[src/rtl/rx_ctrl_pkg.sv]
// Shared types and widths for the receive-chain sequencing controller.
package rx_ctrl_pkg;

    localparam int COUNTER_W = 16;
    localparam int LEN_W     = 8;
    localparam int TO_W      = 24;

    typedef enum logic [2:0] {
        S_IDLE  = 3'd0,
        S_START = 3'd1,
        S_WAIT  = 3'd2,
        S_RD    = 3'd3,
        S_LAT   = 3'd4,
        S_OUT   = 3'd5,
        S_DONE  = 3'd6
    } state_t;

endpackage

[src/rtl/rx_frame_ctrl_sat_counter.sv]
// Event counter that increments by one when inc is high and holds at all-ones.
module sat_counter #(
    parameter int WIDTH = 16
) (
    input  logic             clk,
    input  logic             rst,
    input  logic             inc,
    output logic [WIDTH-1:0] count
);

    always_ff @(posedge clk or posedge rst) begin
        if (rst) begin
            count <= '0;
        end else if (inc && (count != {WIDTH{1'b1}})) begin
            count <= count + 1'b1;
        end
    end

endmodule

[src/rtl/rx_frame_ctrl.sv]
// Arms receptions, supervises frames with a timeout, then drains len words one at a time.
// Word period is 2+RD_LATENCY cycles; a word stays held on the output while ready is low.
module rx_frame_ctrl
    import rx_ctrl_pkg::*;
#(
    parameter logic [TO_W-1:0] TIMEOUT_CYC = 24'd10_000_000,
    parameter int              RD_LATENCY  = 1
) (
    input  logic                 clk,
    input  logic                 rst,
    input  logic                 i_enable,
    input  logic                 i_abort,
    output logic                 o_rx_start_pulse,
    input  logic                 i_rx_end_pulse,
    input  logic                 i_error_pulse,
    input  logic [31:0]          i_data_num,
    output logic                 o_rx_rd_pulse,
    input  logic [31:0]          i_rx_data,
    output logic [31:0]          o_word_data,
    output logic                 o_word_valid,
    input  logic                 i_word_ready,
    output logic                 o_word_last,
    output logic                 o_frame_done_pulse,
    output logic [LEN_W-1:0]     o_frame_len,
    output logic [COUNTER_W-1:0] o_frame_cnt,
    output logic [COUNTER_W-1:0] o_err_cnt,
    output logic [COUNTER_W-1:0] o_timeout_cnt,
    output logic                 o_busy
);

    state_t           state;
    state_t           state_nxt;
    state_t           rearm;
    logic [TO_W-1:0]  to_cnt;
    logic [LEN_W-1:0] remaining;
    logic [1:0]       lat_cnt;
    logic             lat_done;
    logic             to_hit;
    logic             accept;
    logic             latch_len;
    logic             capture;
    logic             err_inc;
    logic             to_inc;
    logic             frame_inc;
    logic             data_num_unused;

    assign data_num_unused = ^i_data_num[31:LEN_W];
    assign lat_done = (lat_cnt == 2'(RD_LATENCY - 1));
    assign to_hit   = (to_cnt == TIMEOUT_CYC - 24'd1);
    assign rearm    = i_enable ? S_START : S_IDLE;

    always_ff @(posedge clk or posedge rst) begin
        if (rst) begin
            state <= S_IDLE;
        end else begin
            state <= state_nxt;
        end
    end

    always_comb begin
        state_nxt = state;
        accept    = 1'b0;
        latch_len = 1'b0;
        capture   = 1'b0;
        err_inc   = 1'b0;
        to_inc    = 1'b0;
        frame_inc = 1'b0;
        if (i_abort && (state != S_IDLE)) begin
            state_nxt = S_IDLE;
        end else begin
            case (state)
                S_IDLE:  if (i_enable) state_nxt = S_START;
                S_START: state_nxt = S_WAIT;
                S_WAIT: begin
                    // error outranks a coincident end pulse
                    if (i_error_pulse) begin
                        err_inc   = 1'b1;
                        state_nxt = rearm;
                    end else if (i_rx_end_pulse) begin
                        latch_len = 1'b1;
                        state_nxt = (i_data_num[LEN_W-1:0] == '0) ? S_DONE : S_RD;
                    end else if (to_hit) begin
                        to_inc    = 1'b1;
                        state_nxt = rearm;
                    end
                end
                S_RD:    state_nxt = S_LAT;
                S_LAT: begin
                    if (lat_done) begin
                        capture   = 1'b1;
                        state_nxt = S_OUT;
                    end
                end
                S_OUT: begin
                    if (o_word_valid && i_word_ready) begin
                        accept    = 1'b1;
                        state_nxt = (remaining == 8'd1) ? S_DONE : S_RD;
                    end
                end
                S_DONE: begin
                    frame_inc = 1'b1;
                    state_nxt = rearm;
                end
                default: state_nxt = S_IDLE;
            endcase
        end
    end

    // Outputs are registered from the next state so they line up with the state register.
    always_ff @(posedge clk or posedge rst) begin
        if (rst) begin
            to_cnt             <= '0;
            lat_cnt            <= '0;
            remaining          <= '0;
            o_frame_len        <= '0;
            o_word_data        <= '0;
            o_rx_start_pulse   <= 1'b0;
            o_rx_rd_pulse      <= 1'b0;
            o_frame_done_pulse <= 1'b0;
            o_word_valid       <= 1'b0;
            o_word_last        <= 1'b0;
            o_busy             <= 1'b0;
        end else begin
            if (state == S_START) begin
                to_cnt <= '0;
            end else if (state == S_WAIT) begin
                to_cnt <= to_cnt + 1'b1;
            end
            if (state == S_RD) begin
                lat_cnt <= '0;
            end else if ((state == S_LAT) && !lat_done) begin
                lat_cnt <= lat_cnt + 1'b1;
            end
            if (latch_len) begin
                o_frame_len <= i_data_num[LEN_W-1:0];
                remaining   <= i_data_num[LEN_W-1:0];
            end else if (accept) begin
                remaining <= remaining - 1'b1;
            end
            if (capture) begin
                o_word_data <= i_rx_data;
            end
            o_rx_start_pulse   <= (state_nxt == S_START);
            o_rx_rd_pulse      <= (state_nxt == S_RD);
            o_frame_done_pulse <= (state_nxt == S_DONE);
            o_word_valid       <= (state_nxt == S_OUT);
            o_word_last        <= (state_nxt == S_OUT) && (remaining == 8'd1);
            o_busy             <= (state_nxt != S_IDLE);
        end
    end

    sat_counter #(.WIDTH(COUNTER_W)) u_frame_cnt (
        .clk   (clk),
        .rst   (rst),
        .inc   (frame_inc),
        .count (o_frame_cnt)
    );

    sat_counter #(.WIDTH(COUNTER_W)) u_err_cnt (
        .clk   (clk),
        .rst   (rst),
        .inc   (err_inc),
        .count (o_err_cnt)
    );

    sat_counter #(.WIDTH(COUNTER_W)) u_timeout_cnt (
        .clk   (clk),
        .rst   (rst),
        .inc   (to_inc),
        .count (o_timeout_cnt)
    );

endmodule
[config.mk]
export PLATFORM = sky130hd
export DESIGN_NAME = rx_frame_ctrl
export DESIGN_NICKNAME = d
export VERILOG_FILES = /design/src/rtl/rx_ctrl_pkg.sv /design/src/rtl/rx_frame_ctrl_sat_counter.sv /design/src/rtl/rx_frame_ctrl.sv
export SDC_FILE = /design/constraint.sdc
export NUM_CORES = 1
export LEC_CHECK = 0
export ABC_AREA = 1
export BUFFER_PORTS_ARGS = -buffer_cell sky130_fd_sc_hd__buf_4
export CAP_MARGIN = 20
export CELL_PAD_IN_SITES_DETAIL_PLACEMENT = 1
export CELL_PAD_IN_SITES_GLOBAL_PLACEMENT = 1
export CORE_UTILIZATION = 39
export DETAILED_ROUTE_END_ITERATION = 7
export PLACE_DENSITY = 0.92
export SKIP_LAST_GASP = 1
export SLEW_MARGIN = 20
export SYNTH_ARGS = -nofsm -noshare
export SYNTH_HDL_FRONTEND = slang
export SYNTH_SLANG_ARGS = --single-unit
[constraint.sdc]
create_clock -name clk -period 4.7 [get_ports clk]
set_input_delay 0.705 -clock clk [delete_from_list [all_inputs] [get_ports clk]]
set_output_delay 0.705 -clock clk [all_outputs]
set_load 0.03 [all_outputs]
==> After elaboration in Yosys (flattened, before gate mapping) <==
Index checks and enable logic that the tools add are counted.
Widths: inputs -> output; s select.
{ "word_totals": {"reg_bits": 131} }
{ "classes": {"addsub": 6, "eq_ne": 15, "n_mux": 37, "reduce_logical": 16} }
{ "op_table": {"columns": ["cell", "count"], "rows": [
  ["$add 16x1->16 const B", 3],
  ["$mux 24", 2],
  ["$ne 16x16->1 const B", 3],
  ["$mux 3", 9],
  ["$add 24x1->24 const B", 1],
  ["$eq 24x24->1 const B", 1],
  ["$mux 1", 21],
  ["$pmux 3 s7", 1],
  ["$mux 8", 2],
  ["$eq 3x3->1 const B", 5],
  ["$eq 3x2->1 const B", 3],
  ["$eq 8x1->1 const B", 1],
  ["$logic_not 8->1", 1],
  ["$sub 8x1->8 const B", 1],
  ["$logic_and 1x1->1", 7],
  ["$eq 3x1->1 const B", 2],
  ["$reduce_bool 2->1", 3],
  ["$reduce_bool 3->1", 2],
  ["$mux 2", 2],
  ["$logic_not 3->1", 1],
  ["$add 2x1->2 const B", 1],
  ["$logic_not 2->1", 1],
  ["$logic_not 1->1", 1]
]} }

==> Logic depth before layout (Yosys ltp) <==
Gate-level depths: netlist of run 1.
{ "depth": {"ltp_word": 8, "mapped_depth": 11} }

==> Cells and area by module <==
From an unflattened synthesis of run 1, not the netlist that was laid out.
{ "hier_totals": {"cells_unflattened": 890, "area_unflattened_um2": 7216.9} }
{ "by_module_without_submodules": {"columns": ["module", "n_inst", "cells_per_inst", "area_per_inst_um2", "seq_area_each_um2"], "rows": [
  ["rx_frame_ctrl", 1, 440, 4007.6, 2077.0],
  ["sat_counter", 3, 150, 1069.8, 400.4]
]} }

==> Least setup slack after synthesis of run 1 <==
OpenSTA, ideal clock, no wires.
{ "synth_timing": {"kind": "reg2reg", "startpoint": "reg u_timeout_cnt.count[1]", "endpoint": "reg u_timeout_cnt.count[9]", "setup_ns": 0.113, "t_arrival_ns": 1.689, "path_slack_ns": 2.898, "path_stages_with_launch": 10, "n_path_buf": 1, "period_less_slack_ns": 1.802, "path_cell_list": "dfrtp_1 > ha_1 > buf_2 > nand2_1 > nor3_1 > nand3_1 > nand4_1 > nand2_1 > nand2_1 > inv_1"} }
{ "synth_via": {"elab_chain_len": 2, "word_cells_on_any_way": 3, "cone_classes": "add/sub: 1; eq/ne: 1; reduce/logical: 1"} }
{ "synth_lines": {"columns": ["item", "line_no", "text"], "rows": [
  ["start: declaration", "rx_frame_ctrl_sat_counter.sv:8", "output logic [WIDTH-1:0] count"],
  ["start signal: assignment", "rx_frame_ctrl_sat_counter.sv:15", "count <= count + 1'b1;"],
  ["parallel branches: the longest is 2 deep, another holds $add 16x1->16", null, null]
]} }
Parallel ways; which one is timed is not known.
A chain may end at the register's enable or synchronous reset.

==> Final worst setup path of run 1 <==
{ "layout_timing": {"startpoint": "reg state[2]", "endpoint": "reg to_cnt[10]"} }
{ "layout_via": {"elab_chain_len": 2, "word_cells_on_any_way": 4, "cone_classes": "eq/ne: 2; mux: 1; reduce/logical: 1"} }
{ "layout_lines": {"columns": ["item", "line_no", "text"], "rows": [
  ["start: declaration", "rx_frame_ctrl.sv:31", "state_t state;"],
  ["start signal: assignment", "rx_frame_ctrl.sv:56", "state <= state_nxt;"],
  ["$eq 3x1->1 / $eq 3x2->1 (equally long branches)", "rx_frame_ctrl.sv:124, rx_frame_ctrl.sv:126", null],
  ["$mux 24 / $reduce_bool 2->1 (equally long branches)", null, null],
  ["end signal: assignment", "rx_frame_ctrl.sv:127", "to_cnt <= to_cnt + 1'b1;"],
  ["end: declaration", "rx_frame_ctrl.sv:34", "logic [TO_W-1:0] to_cnt;"]
]} }
Parallel ways exist; a longest one is shown, timed or not.

==> impl_results.md, run 1 <==
* CP max FO at 17
* R2r worst-path depth at 7
* Setup-failing EPs final at 0
* Rel. slew slack at 0.372
* Flop-to-flop setup slack at 1.99 ns
* Fin. max-slew vios at 0
* DP HPWL at 14,400 um
* Largest net degree at the start of global routing at 98
* Drt pass-1 iters at 5
* Layout cells sized above 1 at 0.214
* Number of CTS-inserted buffers at 17
* Setup CP Type: reg -> reg
* Die Ht at 135 um
* Initial antenna violation count at 0
* Worst hold slack at 0.485 ns
* Hold Vio Cnt, Final at 0
* Sequential share of the synthesized area at 0.475
* Fin Setup TNS at 0 ns
* Site Rows at 48
* H-tree levels at 4
* Diodes inserted at 0
* Overall Global Routing Usage at 0.249
* Post-synthesis cell area at 6890 sq um
* IO Count at 165
* Power Density at 525 nW/um^2
* Tcrit/Tclk final at 0.577
* Post-synthesis cell type count at 37
* Status: complete, no violations
* Clock tree from TritonCTS: yes
* Clock transition at path regs at 0.06 ns
* Vias per cell at 5.33
* Fmax at 368 MHz
* Layout area overhead at 27.7%
* Flops & latches, synth at 131
* Commonest non-fill, non-tap cells in the layout: 240 x nand2_1, 142 x buf_4, 131 x dfrtp_1, 96 x inv_1, 87 x nor2_1
* Crit path arrival time at 3.06 ns
* Unrepaired setup endpoints after global routing: no
* Synth area leader: dfrtp_1
* Detail Route Antenna Nets at 0
* Type of origin of the critical path: flip-flop
* Die area at 18,200 sq um
* Initial core utilization at 0.399
* Final net count at 1,075
* Worst min path class: in -> async
* Clk sinks at 131
* Worst-skew pair later-pin latency at 0.43 ns
* Crit end category: flip-flop
* First-pass GRT wire length at 35,700 um
* MaxCap Viol Count at 0
* Top post-synthesis cells by area: dfrtp_1 48%, nand2_1 13%, inv_1 5.3%
* Min Clock Period, post-route at 2.71 ns
* GP Congestion at 0.843
* Total core area at 17,300 sq um
* Ys Warns at 0
* Vias at 6,585
* Max clock buf depth at 2
* Grt ovf at 0
* Worst-Margin Slew at 0.935 ns
* Syn nets at 929
* Commonest non-fill, non-tap cell in the layout: nand2_1
* Drt total wl at 21,400 um
* Root buf cell: clkbuf_16
* DR iter-0 viols at 289
* Required @ worst endpoint at 5.04 ns
* Vias in the first global route at 7,023
* Drc violations at 0
* Reg2reg end: to_cnt[10]
* Width of the die at 135 um
* CTS resizes at 0
* Buffer count from post-CTS setup fixing at 0
* Static Leak at 4.33 nW
* Peak VDD IR at 0.000284 V
* CP Capture Point: to_cnt[10]
* Syn Area/Cell at 8.10 sq um
* CP startpoint: state[2]
* Reg2Reg Launch Point: state[2]
* WL per Instance at 17.4 um
* Synth Instances at 851
* Buffers on Ports at 140
* Area share of the largest cell type after synthesis at 0.475
* Number of hold buffers added after CTS at 0
* Clock skew at 0.0130 ns
kinds of logic (layout without fill, tap and decap cells):
family                   count (synthesis)  in the layout  synth area share
AO/OA/AOI/OAI                           49             49            0.0403
XOR/XNOR                                40             40            0.0508
adder cells (fa/ha/maj)                  7              7            0.0127
buffers and inverters                  116            275            0.0661
flip-flops                             131            131             0.475
multiplexers                            32             32            0.0523
AND/OR/NAND/NOR                        476            476             0.302
state kept, by name, indices dropped and copies added (netlist names), 3 cells and up:
| register | flops |
|---|---|
| u_frame_cnt.count | 16 |
| to_cnt | 24 |
| o_frame_len | 8 |
| u_err_cnt.count | 16 |
| remaining | 8 |
| state | 3 |
| u_timeout_cnt.count | 16 |
| o_word_data | 32 |
critical path: stages, from the launching register on:
cell	delay (ns)
dfrtp_1	0.41
inv_1	0.12
nand3_1	0.54
nand2_1	0.68
inv_1	0.28
nor2_1	0.24
o21ai_0	0.16
a21oi_1	0.20
layer usage:
layer  up-vias  track usage  routed length, um  share of wire
li1       3073            -                  -              -
met1      3219        0.300               8780           0.41
met2       230        0.428              10900           0.51
met3        63       0.0514               1160          0.054
met4         0        0.110                638          0.030
met5         -            0                  0              0
metrics by stage:
step / util / setup WS (ns) / cells / cell area, sq um / total power, mW
after floorplan: - / 0.497 / 851 / 6890 / 2.60
after global placement: 0.473 / 2.19 / 1203 / 8180 / 3.13
after detailed placement: 0.473 / 2.08 / 1203 / 8180 / 3.21
after CTS: 0.509 / 1.99 / 1235 / 8800 / 4.65
after global routing: 0.509 / 1.64 / 1235 / 8800 / 4.84
final: 0.509 / 1.99 / 1235 / 8800 / 4.63
layout make-up:
type,instances,area (sq um)
multi-input cells,604,3170
well taps,225,282
repair buffers,142,1070
inverters,101,384
clock inverters,12,170
clock buffers,20,457
flip-flops and latches,131,3280
fillers,2118,8490
report_power, final:
group	internal [mW]	leakage, nW	switching, mW
Sequential	1.40	1.67	0.205
Clock	0.875	0.304	0.537
Combinational	0.564	2.36	1.05
Total	2.84	4.33	1.79
synthesized netlist by cell type, drive strengths merged:
master and instances:
a211oi 1, a21boi 1, a21o 1, a21oi 13, a311oi 1, a31oi 1
and3 2, buf 11, clkbuf 4, clkinv 1, dfrtp 131, ha 7
inv 100, mux2 32, nand2 240, nand3 62, nand3b 1, nand4 39
nor2 88, nor3 34, nor3b 3, nor4 7, o211ai 2, o21ai 25
o221ai 3, o311ai 1, xnor2 11, xor2 29
worst min-delay path by stage:
stage / slack, ns / from / endpoint / depth (start not counted)
2_1_floorplan: 0.48 / to_cnt[13] / to_cnt[13] / 1
3_3_place_gp: 0.46 / o_frame_len[3] / o_frame_len[3] / 2
3_5_place_dp: 0.47 / o_frame_len[0] / o_frame_len[0] / 2
4_1_cts: 0.49 / i_rx_data[29] / o_word_data[29] / 2
5_1_grt: 0.49 / i_rx_data[29] / o_word_data[29] / 2
6_report: 0.49 / rst / u_frame_cnt.count[7] / 2
No activity file was read; power rests on OpenSTA's default activity.
==> run 2, diff against run 1 <==
==> constraint.sdc (replaced) <==
create_clock -name clk -period 2.55 [get_ports clk]
set_input_delay 0.3825 -clock clk [delete_from_list [all_inputs] [get_ports clk]]
set_output_delay 0.3825 -clock clk [all_outputs]
set_load 0.03 [all_outputs]
==> run 2 against run 1 <==
  * Fmax rose by 18%
  * Critical path depth rose by 3
  * Critical path type unchanged
  * Sequential power rose by 85%
  * Core utilization rose by 0.24 points
  * Routed wire length fell by 1.9%
==> impl_results.md, run 2 (same netlist as run 1, synthesis figures left out) <==
* Die Ht at 135 um (unchanged)
* Vias in the first global route at 7,134 (was 7,023)
* Vias at 6,548 (was 6,585)
* Largest registers: o_word_data: 32 flops, to_cnt: 24 flops (unchanged)
* Layout area overhead at 28.3% (was 27.7%)
* Multi-input gate area at 3170 sq um (unchanged)
* Setup-failing EPs final at 0 (unchanged)
* Register Area at 3280 sq um (unchanged)
* Grt ovf at 0 (unchanged)
* Commonest non-fill, non-tap cell in the layout: nand2_1 (unchanged)
* Tcrit/Tclk final at 0.901 (was 0.577)
* Worst-Margin Slew at 0.549 ns (was 0.935 ns)
* Clock skew at 0.0120 ns (was 0.0130 ns)
* R2r worst-path depth at 10 (was 7)
* Initial antenna violation count at 0 (unchanged)
* CP startpoint: to_cnt[0] (was state[2])
* DR iter-0 viols at 293 (was 289)
* Clk sinks at 131 (unchanged)
* GP Congestion at 0.843 (about the same)
* Reg2Reg Launch Point: to_cnt[0] (was state[2])
* Fmax at 435 MHz (was 368 MHz)
* Max clock buf depth at 2 (unchanged)
* Clock tree from TritonCTS: yes (unchanged)
* Total core area at 17,300 sq um (unchanged)
* Filler Cell Count at 2,139 (was 2,118)
* Number of CTS-inserted buffers at 17 (unchanged)
* H-tree levels at 4 (unchanged)
* WL per Instance at 16.9 um (was 17.4 um)
* Buffers on Ports at 140 (unchanged)
* Diodes inserted at 0 (unchanged)
* Peak VDD IR at 0.000572 V (was 0.000284 V)
* Root buf cell: clkbuf_16 (unchanged)
* Crit-path cells: ha_1 -> nand3_2 -> inv_2 -> nand3_1 -> nor2_1 -> nand4_1 -> nor2_2 -> nand3_2 -> nand2_1 -> nand2_1 (was inv_1 -> nand3_1 -> nand2_1 -> inv_1 -> nor2_1 -> o21ai_0 -> a21oi_1)
* First-pass GRT wire length at 35,300 um (was 35,700 um)
* Final net count at 1,087 (was 1,075)
* Clock transition at path regs at 0.07 ns (was 0.06 ns)
* Min Clock Period, post-route at 2.30 ns (was 2.71 ns)
* Static Leak at 4.35 nW (was 4.33 nW)
* Pwr Total at 8.30 mW (was 4.63 mW)
* Reg2reg end: u_timeout_cnt.count[13] (was to_cnt[10])
* Drt total wl at 21,000 um (was 21,400 um)
* Width of the die at 135 um (unchanged)
* Worst min path class: in -> reg (was in -> async)
* Slowest-stage cell, CP: dfrtp_1 (was nand2_1)
* Fin. max-slew vios at 0 (unchanged)
* Unrepaired setup endpoints after global routing: no (unchanged)
* Commonest non-fill, non-tap cells in the layout: 240 x nand2_1, 151 x buf_4, 131 x dfrtp_1, 96 x inv_1, 87 x nor2_1 (was 240 x nand2_1, 142 x buf_4, 131 x dfrtp_1, 96 x inv_1, 87 x nor2_1)
* Largest net degree at the start of global routing at 57 (was 98)
* Initial core utilization at 0.399 (unchanged)
* Vias per cell at 5.25 (was 5.33)
* Fin Setup TNS at 0 ns (unchanged)
* Crit path arrival time at 2.62 ns (was 3.06 ns)
* IO Count at 165 (unchanged)
* Crit-path max cell delay at 0.44 ns (was 0.68 ns)
* Power Density at 938 nW/um^2 (was 525 nW/um^2)
* Flop-to-flop setup slack at 0.25 ns (was 1.99 ns)
* Site Rows at 48 (unchanged)
* Max reg flops at 32 (unchanged)
* Worst-skew pair later-pin latency at 0.43 ns (about the same)
* Die area at 18,200 sq um (unchanged)
* Overall Global Routing Usage at 0.245 (was 0.249)
* Layout cells sized above 1 at 0.222 (was 0.214)
* Drc violations at 0 (unchanged)
* CP max FO at 7 (was 17)
* Required @ worst endpoint at 2.87 ns (was 5.04 ns)
* Worst hold slack at 0.165 ns (was 0.485 ns)
* Largest register by flop count: o_word_data (unchanged)
* DP HPWL at 15,300 um (was 14,400 um)
* Rel. slew slack at 0.631 (was 0.372)
* MaxCap Viol Count at 0 (unchanged)
* Setup CP Type: reg -> reg (unchanged)
* Type of origin of the critical path: flip-flop (unchanged)
* Detail Route Antenna Nets at 0 (unchanged)
* Status: complete, no violations (unchanged)
* CTS resizes at 0 (unchanged)
* CP Capture Point: u_timeout_cnt.count[13] (was to_cnt[10])
* Hold Vio Cnt, Final at 0 (unchanged)
* Drt pass-1 iters at 5 (unchanged)
* Crit end category: flip-flop (unchanged)
run 2: cell count changes in the layout (fill, tap and decap cells not counted), sizes merged:
cell,change
buf,+11
bufinv,-3
clkbuf,-2
clkinvlp,+3
dlygate4sd3,+1
inv,+2
run 2: layout make-up:
type / instances / share of cell area
Clock buffer: 18 / 0.0485
Timing Repair Buffer: 154 / 0.134
Clock inverter: 14 / 0.0139
Multi-Input combinational cell: 604 / 0.358
Inverter: 101 / 0.0433
Tap cell: 225 / 0.0318
Sequential cell: 131 / 0.371
run 2: critical path: cells and delay by family, from the launching register on:
family        cells  cell delay (ns)
simple gates      8             1.27
buf+inv           1             0.15
flops             1             0.44
fa+ha+maj         1             0.32
run 2: what timing repair did:
item	4_1_cts	5_1_grt
buffers inserted	0	0
hold buffers	1	0
endpoints found under the hold margin	14	0
run 2: routing by layer:
metal | up-vias | global-route usage | part of all wire | wire, um
li1 | 3098 | - | - | -
met1 | 3274 | 0.300 | 0.43 | 8970
met3 | 27 | 0.0439 | 0.039 | 817
met5 | - | 0 | 0 | 0
met4 | 0 | 0.0718 | 0.011 | 230
met2 | 149 | 0.439 | 0.52 | 11000
run 2: how the worst min path moves through the flow:
stage,startpoint,end,cells past startpoint
floorplan,to_cnt[13],to_cnt[13],1
global placement,rst,u_frame_cnt.count[11],2
detailed placement,rst,u_frame_cnt.count[11],2
CTS,i_rx_data[24],o_word_data[24],2
global route,i_rx_data[16],o_word_data[16],2
finish,i_rx_data[24],o_word_data[24],2
run 2: per-stage QoR:
step | setup WS (ns) | util | std cells | cell area, sq um
floorplan | 0.544 | - | 851 | 6900
global placement | 0.509 | 0.479 | 1214 | 8280
detailed placement | 0.419 | 0.479 | 1214 | 8280
CTS | 0.277 | 0.511 | 1247 | 8840
global route | 0.0539 | 0.511 | 1247 | 8840
finish | 0.251 | 0.511 | 1247 | 8840
run 2: report_power, final:
part	internal [mW]	leakage, nW	switching [mW]	total [mW]
clock network	1.27	0.264	1.04	2.31
logic	1.10	2.42	1.93	3.03
registers	2.58	1.67	0.382	2.96
==> run 3, diff against run 2 <==
--- a/config.mk
+++ b/config.mk
@@ -8,7 +8,7 @@
 export ABC_AREA = 1
 export BUFFER_PORTS_ARGS = -buffer_cell sky130_fd_sc_hd__buf_4
 export CAP_MARGIN = 20
-export CELL_PAD_IN_SITES_DETAIL_PLACEMENT = 1
+export CELL_PAD_IN_SITES_DETAIL_PLACEMENT = 0
 export CELL_PAD_IN_SITES_GLOBAL_PLACEMENT = 1
 export CORE_UTILIZATION = 39
 export DETAILED_ROUTE_END_ITERATION = 7
==> constraint.sdc (replaced) <==
create_clock -name clk -period 2.2 [get_ports clk]
set_input_delay 0.33 -clock clk [delete_from_list [all_inputs] [get_ports clk]]
set_output_delay 0.33 -clock clk [all_outputs]
set_load 0.03 [all_outputs]
==> run 3 against run 2 <==
  * Final area is 0.47% higher
  * Largest cell class unchanged
  * Routed wire length is 19% lower
  * First-iteration DRC count is 40% higher
  * Clock power is 19% higher
  * Sequential share of layout area is 0.17 points lower
  * Fmax is 15% higher
==> impl_results.md, run 3 (same netlist as run 1, synthesis figures left out) <==
* Filler Cell Count at 1,649 (was 2,139)
* R2r worst-path depth at 8 (was 10)
* Grt ovf at 0 (unchanged)
* First-pass GRT wire length at 28,600 um (was 35,300 um)
* Unrepaired setup endpoints after global routing: no (unchanged)
* Vias at 6,157 (was 6,548)
* Initial antenna violation count at 0 (unchanged)
* Largest register by flop count: o_word_data (unchanged)
* Worst-skew pair later-pin latency at 0.41 ns (was 0.43 ns)
* Fin. max-slew vios at 0 (unchanged)
* Drt total wl at 17,000 um (was 21,000 um)
* Die Ht at 135 um (unchanged)
* Power Density at 1070 nW/um^2 (was 938 nW/um^2)
* Min Clock Period, post-route at 2.00 ns (was 2.30 ns)
* Setup-failing EPs final at 0 (unchanged)
* H-tree levels at 4 (unchanged)
* WL per Instance at 13.6 um (was 16.9 um)
* Overall Global Routing Usage at 0.198 (was 0.245)
* Commonest non-fill, non-tap cells in the layout: 240 x nand2_1, 153 x buf_4, 131 x dfrtp_1, 96 x inv_1, 87 x nor2_1 (was 240 x nand2_1, 151 x buf_4, 131 x dfrtp_1, 96 x inv_1, 87 x nor2_1)
* Initial core utilization at 0.399 (unchanged)
* Width of the die at 135 um (unchanged)
* Hold_sp: i_rx_data[24] (unchanged)
* Clock transition at path regs at 0.06 ns (was 0.07 ns)
* Die area at 18,200 sq um (unchanged)
* Required @ worst endpoint at 2.51 ns (was 2.87 ns)
* Diodes inserted at 0 (unchanged)
* WHS Path Cells at 2 (unchanged)
* Final core utilization at 0.514 (was 0.511)
* GP Congestion at 0.875 (was 0.843)
* Final net count at 1,089 (was 1,087)
* Reg2reg end: u_timeout_cnt.count[0] (was u_timeout_cnt.count[13])
* Vias per cell at 4.93 (was 5.25)
* IO Count at 165 (unchanged)
* Clock tree from TritonCTS: yes (unchanged)
* Vias in the first global route at 5,886 (was 7,134)
* Fmax at 500 MHz (was 435 MHz)
* Drc violations at 0 (unchanged)
* Setup CP Type: reg -> reg (unchanged)
* Number of CTS-inserted buffers at 17 (unchanged)
* Fin Setup TNS at 0 ns (unchanged)
* Rel. slew slack at 0.659 (was 0.631)
* Buffers on Ports at 140 (unchanged)
* Largest registers: o_word_data: 32 flops, to_cnt: 24 flops (unchanged)
* Hold Vio Cnt, Final at 0 (unchanged)
* Layout cells sized above 1 at 0.222 (about the same)
* Total core area at 17,300 sq um (unchanged)
* Detail Route Antenna Nets at 0 (unchanged)
* CP max FO at 13 (was 7)
* Site Rows at 48 (unchanged)
* Commonest non-fill, non-tap cell in the layout: nand2_1 (unchanged)
* Max clock buf depth at 2 (unchanged)
* Type of origin of the critical path: flip-flop (unchanged)
* Drt pass-1 iters at 5 (unchanged)
* Tcrit/Tclk final at 0.910 (was 0.901)
* Peak VDD IR at 0.000595 V (was 0.000572 V)
* Worst min path class: in -> reg (unchanged)
* Buffer count from post-CTS setup fixing at 0 (unchanged)
* Flop-to-flop setup slack at 0.20 ns (was 0.25 ns)
* Largest net degree at the start of global routing at 67 (was 57)
* Crit path arrival time at 2.31 ns (was 2.62 ns)
* Max reg flops at 32 (unchanged)
* Clock skew at 0.0107 ns (was 0.0120 ns)
* Status: complete, no violations (unchanged)
* Layout area overhead at 28.9% (was 28.3%)
* Final worst setup slack at 0.198 ns (was 0.251 ns)
* Crit end category: flip-flop (unchanged)
* Clk sinks at 131 (unchanged)
* DR iter-0 viols at 409 (was 293)
* DP HPWL at 12,600 um (was 15,300 um)
* Hold-critical path endpoint: o_word_data[24] (unchanged)
* Root buf cell: clkbuf_16 (unchanged)
* Setup WS pre-CTS at 0.203 ns (was 0.419 ns)
* MaxCap Viol Count at 0 (unchanged)
* Static Leak at 4.37 nW (was 4.35 nW)
* Reg2Reg Launch Point: to_cnt[0] (unchanged)
* Worst-Margin Slew at 0.510 ns (was 0.549 ns)
## run 3: cell types whose count changed in the layout (fill, tap and decap cells not counted), sizes merged
cell	previous run	this run
bufinv	0	2
clkbuf	18	21
inv	106	101
buf	153	155
## run 3: critical path: stages, from the launching register on
cell and delay (ns):
dfrtp_1 0.42, ha_1 0.29, nand3_2 0.17, nor3_1 0.25, nand2_1 0.16, nor3_2 0.18, buf_4 0.22, xor2_1 0.16
inv_1 0.05
## run 3: how the worst max path moves through the flow
| stage | slack (ns) | cells after the start | startpoint | end |
|---|---|---|---|---|
| 5_1_grt | 0.008 | 9 | to_cnt[0] | u_timeout_cnt.count[11] |
| 6_report | 0.20 | 8 | to_cnt[0] | u_timeout_cnt.count[0] |
| 3_3_place_gp | 0.22 | 8 | to_cnt[0] | u_timeout_cnt.count[0] |
| 2_1_floorplan | 0.25 | 1 | rst | lat_cnt[0] |
| 4_1_cts | 0.17 | 8 | to_cnt[0] | u_timeout_cnt.count[0] |
| 3_5_place_dp | 0.20 | 8 | to_cnt[0] | u_timeout_cnt.count[0] |
## run 3: what timing repair did
| item | in CTS | in global routing |
|---|---|---|
| endpoints found under the hold margin | 19 | 0 |
| hold buffers | 1 | 0 |
| gates resized for setup | 0 | 0 |
## run 3: power by group
group | total, mW | internal, mW | switching [mW]
clock | 2.76 | 1.70 | 1.05
combinational | 3.40 | 1.27 | 2.13
sequential | 3.40 | 2.99 | 0.408
## run 3: through the flow
step	power, mW	std cells	cell area [sq um]	hold WS, ns
after floorplan	5.56	851	6900	0.454
after global placement	6.78	1216	8300	0.401
after detailed placement	6.85	1216	8300	0.399
after CTS	9.65	1249	8890	0.115
after global routing	10.1	1249	8890	0.107
final	9.55	1249	8890	0.132
## run 3: metal layers
metal / wire length, um / global-route usage
met5: 0 / 0
met4: 164 / 0.0568
met3: 770 / 0.0443
met2: 8240 / 0.330
met1: 7830 / 0.258
## run 3: final cells by class
cell class / instances / area [sq um] / area share
Tap cell: 225 / 282 / 0.0317
Inverter: 101 / 383 / 0.0431
Clock inverter: 11 / 128 / 0.0144
Sequential cell: 131 / 3280 / 0.369
Clock buffer: 21 / 450 / 0.0507
Timing Repair Buffer: 156 / 1200 / 0.135
Multi-Input combinational cell: 604 / 3170 / 0.356
